<file path="config.mk">
export PLATFORM = sky130hd
export DESIGN_NAME = display_value_select_flat
export DESIGN_NICKNAME = d
export VERILOG_FILES = /design/src/rtl/display_value_select_if.sv /design/src/rtl/display_value_select.sv /design/src/flat_wrapper.sv
export SDC_FILE = /design/constraint.sdc
export NUM_CORES = 1
export LEC_CHECK = 0
export ABC_AREA = 1
export CORE_AREA = 2 2 113 115
export DETAILED_ROUTE_END_ITERATION = 10
export DIE_AREA = 0 0 115 117
export PLACE_DENSITY = 0.75
export SYNTH_ARGS = -nofsm -noshare
export SYNTH_HDL_FRONTEND = slang
export SYNTH_SLANG_ARGS = --single-unit
</file>
<file path="constraint.sdc">
create_clock -name clk -period 1.6 [get_ports clk]
set_clock_uncertainty 0.05 [all_clocks]
set_input_delay 0.16 -clock clk [delete_from_list [all_inputs] [get_ports clk]]
set_output_delay 0.16 -clock clk [all_outputs]
set_load 0.03 [all_outputs]
</file>
<file path="src/rtl/display_value_select_if.sv">
// Bundle of selection controls, packed source data and display outputs for
// display_value_select; the master drives the controls, the slave drives the display.
interface display_value_select_if #(
  parameter int WIDTH   = 16,
  parameter int NUM_SRC = 2,
  parameter int DIGITS  = 4
);
  localparam int SW = (NUM_SRC > 1) ? $clog2(NUM_SRC) : 1;

  logic [SW-1:0]            src_sel;
  logic [NUM_SRC-1:0]       src_valid;
  logic [2:0]               data_type_sel;
  logic                     bcd_on;
  logic                     hold;
  logic [NUM_SRC*WIDTH-1:0] raw_data;
  logic [NUM_SRC*WIDTH-1:0] avg_data;
  logic [NUM_SRC*WIDTH-1:0] scaled_data;
  logic [4*DIGITS-1:0]      mux_out;
  logic [DIGITS-1:0]        decimal_point;
  logic                     overflow;
  logic                     update_strobe;

  modport master (
    output src_sel, src_valid, data_type_sel, bcd_on, hold,
           raw_data, avg_data, scaled_data,
    input  mux_out, decimal_point, overflow, update_strobe
  );

  modport slave (
    input  src_sel, src_valid, data_type_sel, bcd_on, hold,
           raw_data, avg_data, scaled_data,
    output mux_out, decimal_point, overflow, update_strobe
  );
endinterface

</file>
<file path="src/rtl/display_value_select.sv">
// Seven-segment value selector: picks a source/data type, samples it at the refresh
// rate and drives registered hex or BCD digits with decimal point, overflow and strobe.
module display_value_select #(
  parameter int WIDTH      = 16,
  parameter int NUM_SRC    = 2,
  parameter int DIGITS     = 4,
  parameter int UPDATE_DIV = 100000,
  parameter int DP_POS     = 3
) (
  input  logic                  clk,
  input  logic                  reset,
  display_value_select_if.slave bus
);
  localparam int SW  = (NUM_SRC > 1) ? $clog2(NUM_SRC) : 1;
  localparam int CW  = (UPDATE_DIV > 1) ? $clog2(UPDATE_DIV) : 1;
  localparam int BW  = 4 * DIGITS;
  localparam int STW = $clog2(WIDTH + 1);

  function automatic logic [63:0] max_dec(input int digits);
    logic [63:0] p;
    p = 64'd1;
    for (int i = 0; i < digits; i++) begin
      p = p * 64'd10;
    end
    return p - 64'd1;
  endfunction

  // Double-dabble correction: every BCD digit >= 5 gets +3 before the shift.
  function automatic logic [BW-1:0] add3(input logic [BW-1:0] bcd);
    logic [BW-1:0] r;
    r = bcd;
    for (int d = 0; d < DIGITS; d++) begin
      if (bcd[4*d +: 4] >= 4'd5) begin
        r[4*d +: 4] = bcd[4*d +: 4] + 4'd3;
      end else begin
        r[4*d +: 4] = bcd[4*d +: 4];
      end
    end
    return r;
  endfunction

  localparam logic [63:0]       MAX_DEC = max_dec(DIGITS);
  localparam logic [BW-1:0]     NINES   = {DIGITS{4'h9}};
  localparam logic [DIGITS-1:0] DP_MASK = DIGITS'(1) << DP_POS;

  typedef enum logic [1:0] {
    ST_IDLE    = 2'd0,
    ST_CONVERT = 2'd1,
    ST_LOAD    = 2'd2
  } state_t;

  state_t            state_r;
  logic [CW-1:0]     count_r;
  logic              tick_s;
  logic [WIDTH-1:0]  sel_value_s;
  logic [WIDTH-1:0]  bin_r;
  logic [BW-1:0]     bcd_r;
  logic [BW-1:0]     bcd_adj_s;
  logic [STW-1:0]    steps_r;
  logic              hex_mode_r;
  logic              ovf_r;
  logic              dp_r;
  logic [BW-1:0]     mux_out_r;
  logic [DIGITS-1:0] decimal_point_r;
  logic              overflow_r;
  logic              update_strobe_r;

  // Source/type selection; unmatched index, disabled source or non-one-hot type reads 0.
  always_comb begin
    logic             hit_v;
    logic [WIDTH-1:0] field_v;
    sel_value_s = '0;
    hit_v       = 1'b0;
    field_v     = '0;
    for (int i = 0; i < NUM_SRC; i++) begin
      hit_v = (bus.src_sel == SW'(i)) && bus.src_valid[i];
      case (bus.data_type_sel)
        3'b001:  field_v = bus.raw_data[i*WIDTH +: WIDTH];
        3'b010:  field_v = bus.avg_data[i*WIDTH +: WIDTH];
        3'b100:  field_v = bus.scaled_data[i*WIDTH +: WIDTH];
        default: field_v = '0;
      endcase
      sel_value_s = sel_value_s | (hit_v ? field_v : {WIDTH{1'b0}});
    end
  end

  assign tick_s    = (count_r == CW'(UPDATE_DIV - 1));
  assign bcd_adj_s = add3(bcd_r);

  // Free-running refresh divider, independent of the FSM state.
  always_ff @(posedge clk or negedge reset) begin
    if (!reset) begin
      count_r <= '0;
    end else if (tick_s) begin
      count_r <= '0;
    end else begin
      count_r <= count_r + CW'(1);
    end
  end

  // Sample / convert / load sequencer with registered display outputs.
  always_ff @(posedge clk or negedge reset) begin
    if (!reset) begin
      state_r         <= ST_IDLE;
      bin_r           <= '0;
      bcd_r           <= '0;
      steps_r         <= '0;
      hex_mode_r      <= 1'b0;
      ovf_r           <= 1'b0;
      dp_r            <= 1'b0;
      mux_out_r       <= '0;
      decimal_point_r <= '0;
      overflow_r      <= 1'b0;
      update_strobe_r <= 1'b0;
    end else begin
      update_strobe_r <= 1'b0;
      case (state_r)
        ST_IDLE: begin
          if (tick_s && !bus.hold) begin
            bin_r      <= sel_value_s;
            bcd_r      <= '0;
            steps_r    <= STW'(WIDTH);
            hex_mode_r <= !bus.bcd_on;
            dp_r       <= bus.bcd_on && (bus.data_type_sel == 3'b100);
            if (!bus.bcd_on) begin
              ovf_r   <= 1'b0;
              state_r <= ST_LOAD;
            end else if (64'(sel_value_s) > MAX_DEC) begin
              ovf_r   <= 1'b1;
              state_r <= ST_LOAD;
            end else begin
              ovf_r   <= 1'b0;
              state_r <= ST_CONVERT;
            end
          end else begin
            state_r <= ST_IDLE;
          end
        end
        ST_CONVERT: begin
          bcd_r   <= {bcd_adj_s[BW-2:0], bin_r[WIDTH-1]};
          bin_r   <= bin_r << 1;
          steps_r <= steps_r - STW'(1);
          if (steps_r == STW'(1)) begin
            state_r <= ST_LOAD;
          end else begin
            state_r <= ST_CONVERT;
          end
        end
        ST_LOAD: begin
          if (ovf_r) begin
            mux_out_r <= NINES;
          end else if (hex_mode_r) begin
            mux_out_r <= BW'(bin_r);
          end else begin
            mux_out_r <= bcd_r;
          end
          overflow_r      <= ovf_r;
          decimal_point_r <= dp_r ? DP_MASK : {DIGITS{1'b0}};
          update_strobe_r <= 1'b1;
          state_r         <= ST_IDLE;
        end
        default: begin
          state_r <= ST_IDLE;
        end
      endcase
    end
  end

  assign bus.mux_out       = mux_out_r;
  assign bus.decimal_point = decimal_point_r;
  assign bus.overflow      = overflow_r;
  assign bus.update_strobe = update_strobe_r;
endmodule

</file>
<file path="src/flat_wrapper.sv">
// flat-port wrapper written by rule: the top's interface ports become plain ports
module display_value_select_flat 
#(
  parameter int WIDTH      = 16,
  parameter int NUM_SRC    = 2,
  parameter int DIGITS     = 4,
  parameter int UPDATE_DIV = 100000,
  parameter int DP_POS     = 3
)
  (clk, reset, bus_src_sel, bus_src_valid, bus_data_type_sel, bus_bcd_on, bus_hold, bus_raw_data, bus_avg_data, bus_scaled_data, bus_mux_out, bus_decimal_point, bus_overflow, bus_update_strobe);
  display_value_select_if #(.WIDTH(WIDTH), .NUM_SRC(NUM_SRC), .DIGITS(DIGITS)) bus_i ();
  input  logic clk;
  input  logic reset;
  input wire logic [$bits(bus_i.src_sel)-1:0] bus_src_sel;
  input wire logic [$bits(bus_i.src_valid)-1:0] bus_src_valid;
  input wire logic [$bits(bus_i.data_type_sel)-1:0] bus_data_type_sel;
  input wire logic [$bits(bus_i.bcd_on)-1:0] bus_bcd_on;
  input wire logic [$bits(bus_i.hold)-1:0] bus_hold;
  input wire logic [$bits(bus_i.raw_data)-1:0] bus_raw_data;
  input wire logic [$bits(bus_i.avg_data)-1:0] bus_avg_data;
  input wire logic [$bits(bus_i.scaled_data)-1:0] bus_scaled_data;
  output wire logic [$bits(bus_i.mux_out)-1:0] bus_mux_out;
  output wire logic [$bits(bus_i.decimal_point)-1:0] bus_decimal_point;
  output wire logic [$bits(bus_i.overflow)-1:0] bus_overflow;
  output wire logic [$bits(bus_i.update_strobe)-1:0] bus_update_strobe;
  assign bus_i.src_sel = bus_src_sel;
  assign bus_i.src_valid = bus_src_valid;
  assign bus_i.data_type_sel = bus_data_type_sel;
  assign bus_i.bcd_on = bus_bcd_on;
  assign bus_i.hold = bus_hold;
  assign bus_i.raw_data = bus_raw_data;
  assign bus_i.avg_data = bus_avg_data;
  assign bus_i.scaled_data = bus_scaled_data;
  assign bus_mux_out = bus_i.mux_out;
  assign bus_decimal_point = bus_i.decimal_point;
  assign bus_overflow = bus_i.overflow;
  assign bus_update_strobe = bus_i.update_strobe;
  display_value_select #(.WIDTH(WIDTH), .NUM_SRC(NUM_SRC), .DIGITS(DIGITS), .UPDATE_DIV(UPDATE_DIV), .DP_POS(DP_POS)) u_core (.clk(clk), .reset(reset), .bus(bus_i));
endmodule
</file>
======== Yosys cells after proc, flatten, opt, wreduce, memory -nomap -nowiden ========
Cells that the tools add are included.
word-level totals
  logic and storage cells ................. 69
  output and inout bits ................... 22
  input port bits ......................... 106
  register bits ........................... 81
cells by class
  eq/ne operators ......................... 8
  bitwise logic cells ..................... 2
  $add $sub $neg .......................... 6
  muxes and demuxes ....................... 26
  $lt $le $gt $ge ......................... 5
  reduce and logical (&&, ||, !) cells .... 10
operators by type and width
  cell                   count
  $mux 16                6
  $pmux 16 s3            2
  $pmux 16 s2            2
  $add 17x1->17 const B  1
  $eq 17x17->1 const B   1
  $mux 17                1
  $ge 4x3->1 const B     4
  $gt 16x14->1 const B   1
  $mux 4                 4
  $or 16x16->16          1
  $add 4x2->4 const B    3
  $pmux 5 s2             1
  $mux 2                 4
  $eq 5x1->1 const B     1
  $mux 5                 1
  $sub 5x1->5 const B    1
  $logic_and 1x1->1      4
  $pmux 2 s2             1
  $reduce_and 2->1       2
  $add 3x2->3 const B    1
  $eq 3x1->1 const B     1
  $eq 3x2->1 const B     1
  $eq 3x3->1 const B     1
  $mux 1                 3
  8 further kinds        9

======== Longest topological paths before layout ========
  depth in word-level cells ............... 9
  mapped depth ............................ 14
  depth with buffers taken out ............ 13

======== Worst setup path before layout ========
OpenSTA, ideal clock, no wires.
  kind .................................... register to register
  start point ............................. register u_core.count_r[0]
  end point ............................... register u_core.bin_r[2]
  period minus slack after synthesis ...... 1.682 ns
  arrival ................................. 1.508 ns
  stages on the path, launching flop included .. 10
  required time ........................... 1.426 ns
  library setup time ...................... 0.124 ns
  setup slack ............................. -0.082 ns
  buffers on the path ..................... 1
  path through ............................ dfrtp_1 > ha_1 > nand2_1 > nor2_1 > nand4_2 > nand2_1 > inv_1 > buf_4 > nand2_1 > nand3_1
on the way
  longest elaborated chain between the ends .. 4
RTL lines
  item                        RTL line                     text
  from (decl)                 display_value_select.sv:53   logic [CW-1:0] count_r;
  from (signal assigned)      display_value_select.sv:97   count_r <= count_r + CW'(1);
  $eq 17x17->1                display_value_select.sv:87   assign tick_s = (count_r == CW'(UPDATE_DIV - 1));
  $logic_and 1x1->1           display_value_select.sv:119  if (tick_s && !bus.hold) begin
  $ne 2x1->1 (no line)        --
  $reduce_and 2->1 (no line)  --
  to (signal assigned)        display_value_select.sv:120  bin_r <= sel_value_s;
  to (signal assigned)        display_value_select.sv:141  bin_r <= bin_r << 1;
  to (decl)                   display_value_select.sv:56   logic [WIDTH-1:0] bin_r;
Every way passes these cells.
A chain may end at the register's enable or synchronous reset.

======== Worst setup path after layout ========
  start point ............................. register u_core.count_r[0]
  end point ............................... register u_core.count_r[7]
on the way
  longest elaborated chain between the ends .. 2
  elaborated cells on any way between the ends .. 3
  classes of those cells .................. 1 x add/sub; 1 x eq/ne; 1 x mux
RTL lines
  item                                                  RTL line                                                text
  $add 17x1->17 / $eq 17x17->1 (equally long branches)  display_value_select.sv:97, display_value_select.sv:87
  $mux 17 (*)                                           display_value_select.sv:94                              end else if (tick_s) begin
Mark *: on every way between the ends. The rest lies on a longest branch, timed or not.

==> impl_metrics.env <==
export IMPL_status="finished, violations left"
export IMPL_violations="setup timing"
export IMPL_busiest_layer="met2"
export IMPL_grt_pass1_wl_um=23600
export IMPL_hpwl_um=11000
export IMPL_rsz0062_at_grt="true"
export IMPL_cp_max_fo=5
export IMPL_vias=5325
export IMPL_cts_tree="done"
export IMPL_p_comb_share_pct=13.9
export IMPL_whs_ns=0.253
export IMPL_required_ns=1.77
export IMPL_die_area_um2=13500
export IMPL_nNetsFinal=981
export IMPL_min_path_type="input port to async pin"
export IMPL_grt_max_degree=31
export IMPL_pwr_share_seq_pct=43.9
export IMPL_crit_slowest_cell="dfrtp_1"
export IMPL_path_class="flip-flop to flip-flop"
export IMPL_antenna_found_initial=0
export IMPL_ios=128
export IMPL_clock_sinks=78
export IMPL_max_freq_mhz=566
export IMPL_route_detailed_wl_per_inst_um=14.7
export IMPL_irDropWorstVdd_mv=0.461
export IMPL_cap_violations=0
export IMPL_yosysWarnings=0
export IMPL_worstSetupStartpointType="flip-flop"
export IMPL_overflow=0
export IMPL_utilization_pct=59.8
export IMPL_place_ws_ns=-0.496
export IMPL_grt_usage_pct=22.0
export IMPL_dp_cells=980
export IMPL_clkTransAtPathRegs_ns=0.06
export IMPL_clockBufferDepth=2
export IMPL_synth_edf_count=0
export IMPL_grt_pass1_vias=4979
export IMPL_arrival_ns=1.93
export IMPL_synthCells=666
export IMPL_portBuffers=124
export IMPL_netlist_top_cells_area="dfrtp_1 (41%), nand2_1 (14%), nand3_1 (8.6%)"
export IMPL_p_total_mw=4.50
export IMPL_fin_crit_ns=1.77
export IMPL_synthToLayoutAreaGrowth_pct=53.7
export IMPL_syn_area_um2=4790
export IMPL_num_rows=41
export IMPL_p_sw_share_pct=23.7
export IMPL_path_delay_family="simple AND/OR/NAND/NOR gates"
export IMPL_met2_usage_pct=38.7
export IMPL_final_cells=1019
export IMPL_cts_htree_levels=3
export IMPL_finalInstanceArea_um2=7360
export IMPL_drt_pass1_iterations=5
export IMPL_path_buf_inv=4
export IMPL_netlist_area_leader_share_pct=40.7
export IMPL_drtIter0Drc=412
export IMPL_ys_ff_latch=78
export IMPL_setup_violations=53
export IMPL_synth_sequential_area_ratio_pct=40.7
export IMPL_p_clk_share_pct=42.2
export IMPL_synth_common_cells="nand2_1 (180), nand3_1 (82), dfrtp_1 (78), inv_1 (72), o21ai_0 (57)"
export IMPL_numCtsBuffers=9
export IMPL_use_met1_pct=27.5
export IMPL_setup_worst_path_end_class="flip-flop"
export IMPL_synthFlopType="dfrtp_1"
export IMPL_path_cells="ha_2, nand2_4, nor2_4, buf_4, buf_6, inv_4, nor2_4, nand2_4, buf_4, o21ai_0, a21oi_1"
export IMPL_clockRootBuffer="clkbuf_16"
export IMPL_core_area_um2=12300
export IMPL_dpl_cell_area_um2=6690
export IMPL_final_hold_viol_count=0
export IMPL_async_reset_ff_share_pct=100
export IMPL_slew_viol_final=0
export IMPL_fin_crit_sh_pct=110
export IMPL_yosysMostFrequentCell="nand2_1"
export IMPL_start_util_pct=38.9
export IMPL_internal_power_mw=3.43
export IMPL_insertion_delay_ns=0.33
export IMPL_post_route_cells_drive_above_1_share_pct=18.3
export IMPL_p_sw_mw=1.07
export IMPL_ys_types=33
export IMPL_pwr_density_cell_nw_per_um2=611
export IMPL_critPathMaxStageDelay_ns=0.38
export IMPL_die_h_um=117
export IMPL_fin_ws_ns=-0.166
export IMPL_met3_usage_pct=3.66
export IMPL_tns_ns=-4.80
export IMPL_drc=0
export IMPL_syn_avg_cell_area_um2=7.20
export IMPL_via_per_inst=5.23
export IMPL_leakagePower_nw=3.58
export IMPL_wl_um=15000
export IMPL_gp_congestion=0.952
export IMPL_ant_nets=0
export IMPL_synth_area_leader_cell="dfrtp_1"
export IMPL_antenna_cells=0
export IMPL_die_width_um=115
[layout by cell type, fill, tap and decap left out, types with 10 or more instances in the layout]
master | netlist | layout
o22ai_1 | 10 | 10
a21oi_1 | 22 | 19
nor2_1 | 45 | 37
clkbuf_16 | 0 | 10
ha_1 | 11 | 10
nand4_1 | 37 | 37
nand2_1 | 180 | 170
o21ai_0 | 57 | 53
inv_1 | 72 | 64
nand3_1 | 82 | 77
buf_4 | 10 | 76
clkdlybuf4s50_1 | 0 | 110
buf_6 | 2 | 10
dfrtp_1 | 78 | 78
[flip-flops by register name (all words and copies together) (netlist names)]
register / flops
u_core.bus.update_strobe: 1
u_core.bus.mux_out: 16
u_core.steps_r: 5
u_core.hex_mode_r: 1
u_core.bcd_r: 16
u_core.state_r: 2
u_core.dp_r: 1
u_core.bus.overflow: 1
u_core.bus.decimal_point: 1
u_core.count_r: 17
u_core.bin_r: 16
u_core.ovf_r: 1
[worst reg2reg max path, cell delays in order, from the launching register on]
cell,delay (ns)
dfrtp_1,0.38
ha_2,0.22
nand2_4,0.06
nor2_4,0.20
buf_4,0.15
buf_6,0.09
inv_4,0.03
nor2_4,0.12
nand2_4,0.09
buf_4,0.15
o21ai_0,0.06
a21oi_1,0.05
[layer usage]
metal | share of wire [%] | vias up | routed length, µm
li1 | - | 2631 | -
met1 | 41 | 2444 | 6120
met2 | 50 | 218 | 7500
met3 | 6.2 | 32 | 925
met4 | 2.9 | 0 | 432
met5 | 0 | - | 0
[final cells by class]
type	count	area, µm²
fillers	1093	4950
multi-input cells	480	2540
repair buffers	218	2100
flip-flops and latches	78	1950
inverters	76	295
clock buffers	11	243
well taps	150	188
clock inverters	5	35.0
repair inverters	1	7.51
[path summary, 6_finish.rpt]
kind / start / end / slack (ns) / cells past startpoint
max in group asynchronous: reset / u_core.bcd_r[0] / 0.76 / 3
min in group clk: bus_data_type_sel[1] / u_core.dp_r / 0.39 / 5
worst min-delay path: reset / u_core.count_r[7] / 0.25 / 2
worst max-delay path: u_core.count_r[0] / u_core.count_r[7] / -0.17 / 11
worst min register to register: u_core.bus.mux_out[6] / u_core.bus.mux_out[6] / 0.43 / 2
worst max register to register: u_core.count_r[0] / u_core.count_r[7] / -0.17 / 11
[repair_timing]
action,in CTS,in global routing
buffers inserted,9,11
resized for setup,31,46
endpoints found under the setup margin,48,61
pin swaps,15,15
hold buffers,1,0
hold endpoints to repair,28,0
cloned,2,1
[cells by family (layout without fill, tap and decap cells)]
kind of cell	after synthesis	count (layout)	synth area share, %
adder cells (fa/ha/maj)	11	11	2.87
XOR/XNOR	4	4	0.731
AND/OR/NAND/NOR	354	354	32.8
buffers and inverters	110	311	9.84
other	1	3	0.0783
flip-flops	78	78	40.7
AO/OA/AOI/OAI	108	108	12.9
[power groups by stage]
| stage | Sequential [mW] | Clock, mW | Combinational [mW] |
|---|---|---|---|
| CTS | 1.97 | 1.92 | 0.624 |
| floorplan | 2.01 | 0 | 0.182 |
| detailed placement | 2.01 | 0 | 0.610 |
| finish | 1.97 | 1.90 | 0.626 |
| global route | 1.97 | 2.02 | 0.680 |
| global placement | 2.01 | 0 | 0.611 |
(Power assumes the default switching activity.)
